[src/rtl/mem_lsu_if.sv]
// Core-side request/response and memory-side port bundle of the load/store unit.
// The slave modport is the LSU view; master is the core + memory environment view.
interface mem_lsu_if #(
  parameter int ADDR_WIDTH = 22
);
  logic                  req_valid_i;
  logic                  req_ready_o;
  logic                  req_we_i;
  logic [2:0]            req_funct3_i;
  logic [31:0]           req_addr_i;
  logic [31:0]           req_wdata_i;
  logic                  rsp_valid_o;
  logic [31:0]           rsp_rdata_o;
  logic                  rsp_err_o;
  logic [ADDR_WIDTH-1:0] mem_addr_o;
  logic                  mem_rstrb_o;
  logic [31:0]           mem_rdata_i;
  logic [3:0]            mem_wmask_o;
  logic [31:0]           mem_wdata_o;

  modport slave (
    input  req_valid_i, req_we_i, req_funct3_i, req_addr_i, req_wdata_i, mem_rdata_i,
    output req_ready_o, rsp_valid_o, rsp_rdata_o, rsp_err_o,
           mem_addr_o, mem_rstrb_o, mem_wmask_o, mem_wdata_o
  );

  modport master (
    output req_valid_i, req_we_i, req_funct3_i, req_addr_i, req_wdata_i, mem_rdata_i,
    input  req_ready_o, rsp_valid_o, rsp_rdata_o, rsp_err_o,
           mem_addr_o, mem_rstrb_o, mem_wmask_o, mem_wdata_o
  );
endinterface

[src/rtl/mem_lsu.sv]
// RV32 load/store initiator: checks a single request, drives the byte-masked memory
// port for one cycle, waits MEM_LATENCY for read data and returns extended load data.
module mem_lsu #(
  parameter int ADDR_WIDTH  = 22,
  parameter int MEM_LATENCY = 1
) (
  input  logic       clk_i,
  input  logic       rst_ni,
  mem_lsu_if.slave   bus
);

  localparam int CNT_W = (MEM_LATENCY > 1) ? $clog2(MEM_LATENCY) : 1;

  typedef enum logic [1:0] {IDLE = 2'd0, ISSUE = 2'd1, WAIT = 2'd2, RESP = 2'd3} state_t;

  state_t                state_q, state_d;
  logic [ADDR_WIDTH-1:0] mem_addr_q, mem_addr_d;
  logic                  mem_rstrb_q, mem_rstrb_d;
  logic [3:0]            mem_wmask_q, mem_wmask_d;
  logic [31:0]           mem_wdata_q, mem_wdata_d;
  logic [2:0]            f3_q, f3_d;
  logic                  we_q, we_d;
  logic [1:0]            off_q, off_d;
  logic [CNT_W-1:0]      cnt_q, cnt_d;
  logic                  rsp_valid_q, rsp_valid_d;
  logic                  rsp_err_q, rsp_err_d;
  logic [31:0]           rsp_rdata_q, rsp_rdata_d;

  function automatic logic req_bad(input logic we, input logic [2:0] f3, input logic [31:0] addr);
    logic bad;
    case (f3)
      3'b000:  bad = 1'b0;
      3'b001:  bad = addr[0];
      3'b010:  bad = (addr[1:0] != 2'b00);
      3'b100:  bad = we;
      3'b101:  bad = we | addr[0];
      default: bad = 1'b1;
    endcase
    return bad | ((addr >> ADDR_WIDTH) != 32'd0);
  endfunction

  function automatic logic [3:0] lane_mask(input logic [1:0] sz, input logic [1:0] off);
    case (sz)
      2'b00:   return 4'b0001 << off;
      2'b01:   return off[1] ? 4'b1100 : 4'b0011;
      default: return 4'b1111;
    endcase
  endfunction

  function automatic logic [31:0] lane_data(input logic [1:0] sz, input logic [31:0] d);
    case (sz)
      2'b00:   return {4{d[7:0]}};
      2'b01:   return {2{d[15:0]}};
      default: return d;
    endcase
  endfunction

  function automatic logic [31:0] load_extend(input logic [2:0] f3, input logic [1:0] off,
                                              input logic [31:0] w);
    logic [7:0]  b;
    logic [15:0] h;
    b = w[{off, 3'b000} +: 8];
    h = off[1] ? w[31:16] : w[15:0];
    case (f3)
      3'b000:  return {{24{b[7]}}, b};
      3'b001:  return {{16{h[15]}}, h};
      3'b100:  return {24'd0, b};
      3'b101:  return {16'd0, h};
      default: return w;
    endcase
  endfunction

  always_comb begin
    state_d     = state_q;
    mem_addr_d  = mem_addr_q;
    mem_rstrb_d = mem_rstrb_q;
    mem_wmask_d = mem_wmask_q;
    mem_wdata_d = mem_wdata_q;
    f3_d        = f3_q;
    we_d        = we_q;
    off_d       = off_q;
    cnt_d       = cnt_q;
    rsp_err_d   = rsp_err_q;
    rsp_rdata_d = rsp_rdata_q;
    case (state_q)
      IDLE: begin
        if (bus.req_valid_i) begin
          if (req_bad(bus.req_we_i, bus.req_funct3_i, bus.req_addr_i)) begin
            state_d     = RESP;
            rsp_err_d   = 1'b1;
            rsp_rdata_d = '0;
          end else begin
            // Memory outputs are loaded here so they are registered during ISSUE.
            state_d    = ISSUE;
            mem_addr_d = bus.req_addr_i[ADDR_WIDTH-1:0];
            f3_d       = bus.req_funct3_i;
            we_d       = bus.req_we_i;
            off_d      = bus.req_addr_i[1:0];
            if (bus.req_we_i) begin
              mem_wmask_d = lane_mask(bus.req_funct3_i[1:0], bus.req_addr_i[1:0]);
              mem_wdata_d = lane_data(bus.req_funct3_i[1:0], bus.req_wdata_i);
            end else begin
              mem_rstrb_d = 1'b1;
            end
          end
        end
      end
      ISSUE: begin
        mem_rstrb_d = 1'b0;
        mem_wmask_d = 4'b0000;
        if (we_q) begin
          state_d     = RESP;
          rsp_err_d   = 1'b0;
          rsp_rdata_d = '0;
        end else begin
          state_d = WAIT;
          cnt_d   = CNT_W'(MEM_LATENCY - 1);
        end
      end
      WAIT: begin
        if (cnt_q == '0) begin
          state_d     = RESP;
          rsp_err_d   = 1'b0;
          rsp_rdata_d = load_extend(f3_q, off_q, bus.mem_rdata_i);
        end else begin
          cnt_d = cnt_q - 1'b1;
        end
      end
      default: state_d = IDLE;
    endcase
    rsp_valid_d = (state_d == RESP);
  end

  always_ff @(posedge clk_i or negedge rst_ni) begin
    if (!rst_ni) begin
      state_q     <= IDLE;
      mem_addr_q  <= '0;
      mem_rstrb_q <= 1'b0;
      mem_wmask_q <= '0;
      mem_wdata_q <= '0;
      f3_q        <= '0;
      we_q        <= 1'b0;
      off_q       <= '0;
      cnt_q       <= '0;
      rsp_valid_q <= 1'b0;
      rsp_err_q   <= 1'b0;
      rsp_rdata_q <= '0;
    end else begin
      state_q     <= state_d;
      mem_addr_q  <= mem_addr_d;
      mem_rstrb_q <= mem_rstrb_d;
      mem_wmask_q <= mem_wmask_d;
      mem_wdata_q <= mem_wdata_d;
      f3_q        <= f3_d;
      we_q        <= we_d;
      off_q       <= off_d;
      cnt_q       <= cnt_d;
      rsp_valid_q <= rsp_valid_d;
      rsp_err_q   <= rsp_err_d;
      rsp_rdata_q <= rsp_rdata_d;
    end
  end

  assign bus.req_ready_o = (state_q == IDLE);
  assign bus.rsp_valid_o = rsp_valid_q;
  assign bus.rsp_err_o   = rsp_err_q;
  assign bus.rsp_rdata_o = rsp_rdata_q;
  assign bus.mem_addr_o  = mem_addr_q;
  assign bus.mem_rstrb_o = mem_rstrb_q;
  assign bus.mem_wmask_o = mem_wmask_q;
  assign bus.mem_wdata_o = mem_wdata_q;

endmodule
[src/flat_wrapper.sv]
// flat-port wrapper written by rule: the top's interface ports become plain ports
module mem_lsu_flat 
#(
  parameter int ADDR_WIDTH  = 22,
  parameter int MEM_LATENCY = 1
)
  (clk_i, rst_ni, bus_req_valid_i, bus_req_we_i, bus_req_funct3_i, bus_req_addr_i, bus_req_wdata_i, bus_mem_rdata_i, bus_req_ready_o, bus_rsp_valid_o, bus_rsp_rdata_o, bus_rsp_err_o, bus_mem_addr_o, bus_mem_rstrb_o, bus_mem_wmask_o, bus_mem_wdata_o);
  mem_lsu_if #(.ADDR_WIDTH(ADDR_WIDTH)) bus_i ();
  input  logic clk_i;
  input  logic rst_ni;
  input wire logic [$bits(bus_i.req_valid_i)-1:0] bus_req_valid_i;
  input wire logic [$bits(bus_i.req_we_i)-1:0] bus_req_we_i;
  input wire logic [$bits(bus_i.req_funct3_i)-1:0] bus_req_funct3_i;
  input wire logic [$bits(bus_i.req_addr_i)-1:0] bus_req_addr_i;
  input wire logic [$bits(bus_i.req_wdata_i)-1:0] bus_req_wdata_i;
  input wire logic [$bits(bus_i.mem_rdata_i)-1:0] bus_mem_rdata_i;
  output wire logic [$bits(bus_i.req_ready_o)-1:0] bus_req_ready_o;
  output wire logic [$bits(bus_i.rsp_valid_o)-1:0] bus_rsp_valid_o;
  output wire logic [$bits(bus_i.rsp_rdata_o)-1:0] bus_rsp_rdata_o;
  output wire logic [$bits(bus_i.rsp_err_o)-1:0] bus_rsp_err_o;
  output wire logic [$bits(bus_i.mem_addr_o)-1:0] bus_mem_addr_o;
  output wire logic [$bits(bus_i.mem_rstrb_o)-1:0] bus_mem_rstrb_o;
  output wire logic [$bits(bus_i.mem_wmask_o)-1:0] bus_mem_wmask_o;
  output wire logic [$bits(bus_i.mem_wdata_o)-1:0] bus_mem_wdata_o;
  assign bus_i.req_valid_i = bus_req_valid_i;
  assign bus_i.req_we_i = bus_req_we_i;
  assign bus_i.req_funct3_i = bus_req_funct3_i;
  assign bus_i.req_addr_i = bus_req_addr_i;
  assign bus_i.req_wdata_i = bus_req_wdata_i;
  assign bus_i.mem_rdata_i = bus_mem_rdata_i;
  assign bus_req_ready_o = bus_i.req_ready_o;
  assign bus_rsp_valid_o = bus_i.rsp_valid_o;
  assign bus_rsp_rdata_o = bus_i.rsp_rdata_o;
  assign bus_rsp_err_o = bus_i.rsp_err_o;
  assign bus_mem_addr_o = bus_i.mem_addr_o;
  assign bus_mem_rstrb_o = bus_i.mem_rstrb_o;
  assign bus_mem_wmask_o = bus_i.mem_wmask_o;
  assign bus_mem_wdata_o = bus_i.mem_wdata_o;
  mem_lsu #(.ADDR_WIDTH(ADDR_WIDTH), .MEM_LATENCY(MEM_LATENCY)) u_core (.clk_i(clk_i), .rst_ni(rst_ni), .bus(bus_i));
endmodule
[config.mk]
export PLATFORM = sky130hd
export DESIGN_NAME = mem_lsu_flat
export DESIGN_NICKNAME = d
export VERILOG_FILES = /design/src/rtl/mem_lsu_if.sv /design/src/rtl/mem_lsu.sv /design/src/flat_wrapper.sv
export SDC_FILE = /design/constraint.sdc
export NUM_CORES = 1
export LEC_CHECK = 0
export ABC_CLOCK_PERIOD_IN_PS = 2100
export CORE_MARGIN = 2
export CORE_UTILIZATION = 35
export CTS_BUF_LIST = sky130_fd_sc_hd__clkbuf_8
export CTS_CLUSTER_DIAMETER = 200
export DETAILED_ROUTE_END_ITERATION = 10
export GPL_TIMING_DRIVEN = 0
export PLACE_DENSITY = 0.67
export SLEW_MARGIN = 40
export SYNTH_ARGS = -nofsm -noshare
export SYNTH_HDL_FRONTEND = slang
export SYNTH_SLANG_ARGS = --single-unit
[constraint.sdc]
create_clock -name clk_i -period 2.1 [get_ports clk_i]
set_input_delay 0.42 -clock clk_i [delete_from_list [all_inputs] [get_ports clk_i]]
set_output_delay 0.42 -clock clk_i [all_outputs]
set_load 0.03 [all_outputs]
==> reports/results.txt <==
status: complete, no violations
first-pass GRT wire length: 24300 um
Routability Congestion: 0.998
Synth Warn #: 0
Worst Path Max Fanout: 10
DR vias/cell: 5.13
Hold Path Class: input pin to async pin
Total GRT Usage: 0.213
crit end category: register
largest net degree at the start of global routing: 66
Required @ worst endpoint: 2.34 ns
Synth Cell Area: 4870 um^2
Die Height: 122 um
post-synth net total: 581
I/O pins: 197
Slew HR: 0.466
period utilisation layout: 0.956
CTS H-tree lvls: 3
final worst setup slack: 0.0934 ns
post-DR wirelength/cell: 18.1 um
Startpoint Class: input pin
number of global-route vias before repair: 4542
leakage power: 3.21 nW
CTS tree: built
Mapped Cells: 474
CP startpoint: bus_req_addr_i[23]
Clock Sinks: 99
Fmax: 498 MHz
Setup violations, final: 0
Worst Setup EP: u_core.bus.mem_wmask_o[1]
drt first pass iters: 5
Final Instance Count excl. Fillers: 871
die area: 14900 um^2
final antenna-violating net count: 0
Seq cells post-synth: 99
Antenna diodes: 0
reg2reg end: u_core.bus.rsp_rdata_o[15]
worst skew pair latency: 0.39 ns
post-layout min period: 2.01 ns
Worst Clk Skew: 0.0177 ns
Detailed Place HPWL: 11900 um
critical path type: input pin to register
placement row count: 43
Post-synth ARST share: 1.00
core area: 13700 um^2
pre-CTS setup slack: -0.564 ns
Register-to-Register Setup Slack: 0.14 ns
Reg2Reg Depth: 5
initial antenna violation count: 0
clock tree buffer depth: 2
Synth Flop Type: dfrtp_1
IO buf count: 195
DIE WIDTH: 122 um
Cell variety after synth: 45
Worst-Margin Slew: 0.801 ns
number of flops mapped to enable cells by yosys: 0
share of cells above drive strength 1: 0.127
Worst EP arrival: 2.25 ns
Power Density: 897 nW/um^2
1st-iter DRT viols: 303
Final Slew Violations: 0
Fin. Hold Viols: 0
Mapped Avg Cell Area: 10.3 um^2
total gr overflow: 0
Layout area overhead: 51.6%
Clock transition at path regs: 0.12 ns
nets: 793
Via Count: 4470
clock root buffer: clkbuf_8
Peak VDD IR: 0.000341 V
total CTS buffers: 9
drt total wl: 15700 um
Starting Density: 0.355
placed cell count: 850
sequential share of the synthesized area: 0.509
DRC violations left: 0
Max-Cap Viols: 0
worst reg2reg startpoint: u_core.bus.mem_addr_o[1]
[synth_stat cells, drive strengths merged, types with 3 or more instances]
| cell | instances | share of area |
|---|---|---|
| dfrtp | 99 | 0.51 |
| nand2 | 74 | 0.057 |
| o21ai | 44 | 0.045 |
| nor2 | 35 | 0.027 |
| mux2 | 32 | 0.088 |
| a21oi | 27 | 0.028 |
| mux2i | 26 | 0.053 |
| buf | 19 | 0.027 |
| a31oi | 17 | 0.022 |
| clkbuf | 17 | 0.013 |
| inv | 13 | 0.010 |
| a211oi | 8 | 0.012 |
| nand3 | 8 | 0.0093 |
| o22ai | 8 | 0.010 |
| a22o | 6 | 0.011 |
| o2111ai | 6 | 0.012 |
| ha | 4 | 0.010 |
| nor2b | 4 | 0.0051 |
| and2 | 3 | 0.0041 |
| nand2b | 3 | 0.0039 |
| nor4 | 3 | 0.0051 |
[kinds of logic after synthesis]
group	after synthesis	share of synthesized area
AOI/OAI and AO/OA	126	0.160
adders and majority gates	4	0.0103
buffers and inverters	49	0.0499
DFF	99	0.509
muxes	59	0.146
and+or+nand+nor	137	0.125
[layout by cell type, fill, tap and decap left out, types with 2 or more instances in the layout]
cell / instances
a21oi_1: 27
buf_1: 2
o2111ai_1: 5
a22o_1: 6
mux2_4: 18
mux2_2: 14
inv_6: 3
nand2b_1: 3
nand2_1: 74
dfrtp_1: 99
clkdlybuf4s50_1: 192
nor2_1: 34
o22ai_1: 8
clkbuf_2: 4
mux2i_1: 26
ha_1: 3
a211oi_1: 7
o21ai_1: 4
buf_2: 9
a21o_1: 2
and2_1: 2
nor3_1: 2
buf_6: 8
buf_4: 5
o21ai_0: 40
inv_8: 2
nor4_1: 2
inv_1: 13
nor2b_1: 4
nand3_1: 7
clkbuf_1: 12
a31oi_1: 17
clkbuf_8: 9
[critical path: stages]
cell and delay (ns):
clkdlybuf4s50_1 0.46, nor4_4 0.33, and4_4 0.30, nand3_2 0.10
buf_6 0.17, a21boi_1 0.37, a211oi_1 0.11
[metrics by stage]
stage / setup TNS [ns] / utilization / hold slack (ns) / total power [mW] / instance area [um^2]
floorplan: 0 / - / 0.124 / 4.06 / 4870
global placement: -351.94 / 0.514 / 0.453 / 5.21 / 7050
global route: -0.00219 / 0.538 / 0.490 / 7.04 / 7380
detailed placement: -32.28 / 0.516 / 0.309 / 5.28 / 7080
finish: 0 / 0.538 / 0.478 / 6.62 / 7380
CTS: 0 / 0.531 / 0.460 / 6.54 / 7290
[flip-flops by register name, indices dropped and copies added (netlist names)]
| signal | cells |
|---|---|
| u_core.bus.rsp_rdata_o | 32 |
| u_core.f3_q | 3 |
| u_core.bus.mem_wmask_o | 4 |
| u_core.bus.mem_addr_o | 22 |
| u_core.bus.rsp_err_o | 1 |
| u_core.state_q | 2 |
| u_core.bus.mem_rstrb_o | 1 |
| u_core.we_q | 1 |
| u_core.bus.mem_wdata_o | 32 |
| u_core.bus.rsp_valid_o | 1 |
[how the worst min path moves through the flow]
stage	startpoint	end	slack (ns)	cells past startpoint
global placement	u_core.bus.rsp_rdata_o[7]	u_core.bus.rsp_rdata_o[7]	0.45	2
CTS	rst_ni	u_core.bus.rsp_rdata_o[0]	0.46	2
finish	rst_ni	u_core.bus.rsp_rdata_o[0]	0.48	2
floorplan	rst_ni	u_core.bus.mem_addr_o[0]	0.12	0
global route	rst_ni	u_core.bus.rsp_rdata_o[0]	0.49	2
detailed placement	rst_ni	u_core.bus.rsp_rdata_o[0]	0.31	1
[report_power, final]
part / switching (mW) / total [mW] / internal [mW]
combinational: 1.73 / 3.01 / 1.28
sequential: 0.164 / 2.38 / 2.22
clock: 0.765 / 1.23 / 0.463
[per-layer routing]
metal | track usage | up-vias | wire length [um]
met5 | 0 | - | 0
met4 | 0.0532 | 0 | 163
met3 | 0.0768 | 15 | 1650
li1 | - | 2105 | -
met1 | 0.270 | 2142 | 6390
met2 | 0.349 | 208 | 7520
[area by class of cell]
class	count	area [um^2]
plain buffers	36	215
clock buffers	9	124
clock inverters	7	65.1
fillers	1248	6340
inverters	13	48.8
multi-input cells	326	2200
flip-flops and latches	99	2480
well taps	180	225
repair buffers	201	2030
[timing repair]
action | 4_1_cts | 5_1_grt
cloned | 0 | 0
endpoints found under the setup margin | 33 | 44
pin swaps | 0 | 3
hold buffers | 1 | 0
resized for setup | 6 | 17
endpoints found under the hold margin | 34 | 0
buffers inserted | 0 | 4
Note: power is estimated with default switching activity, not from simulation.
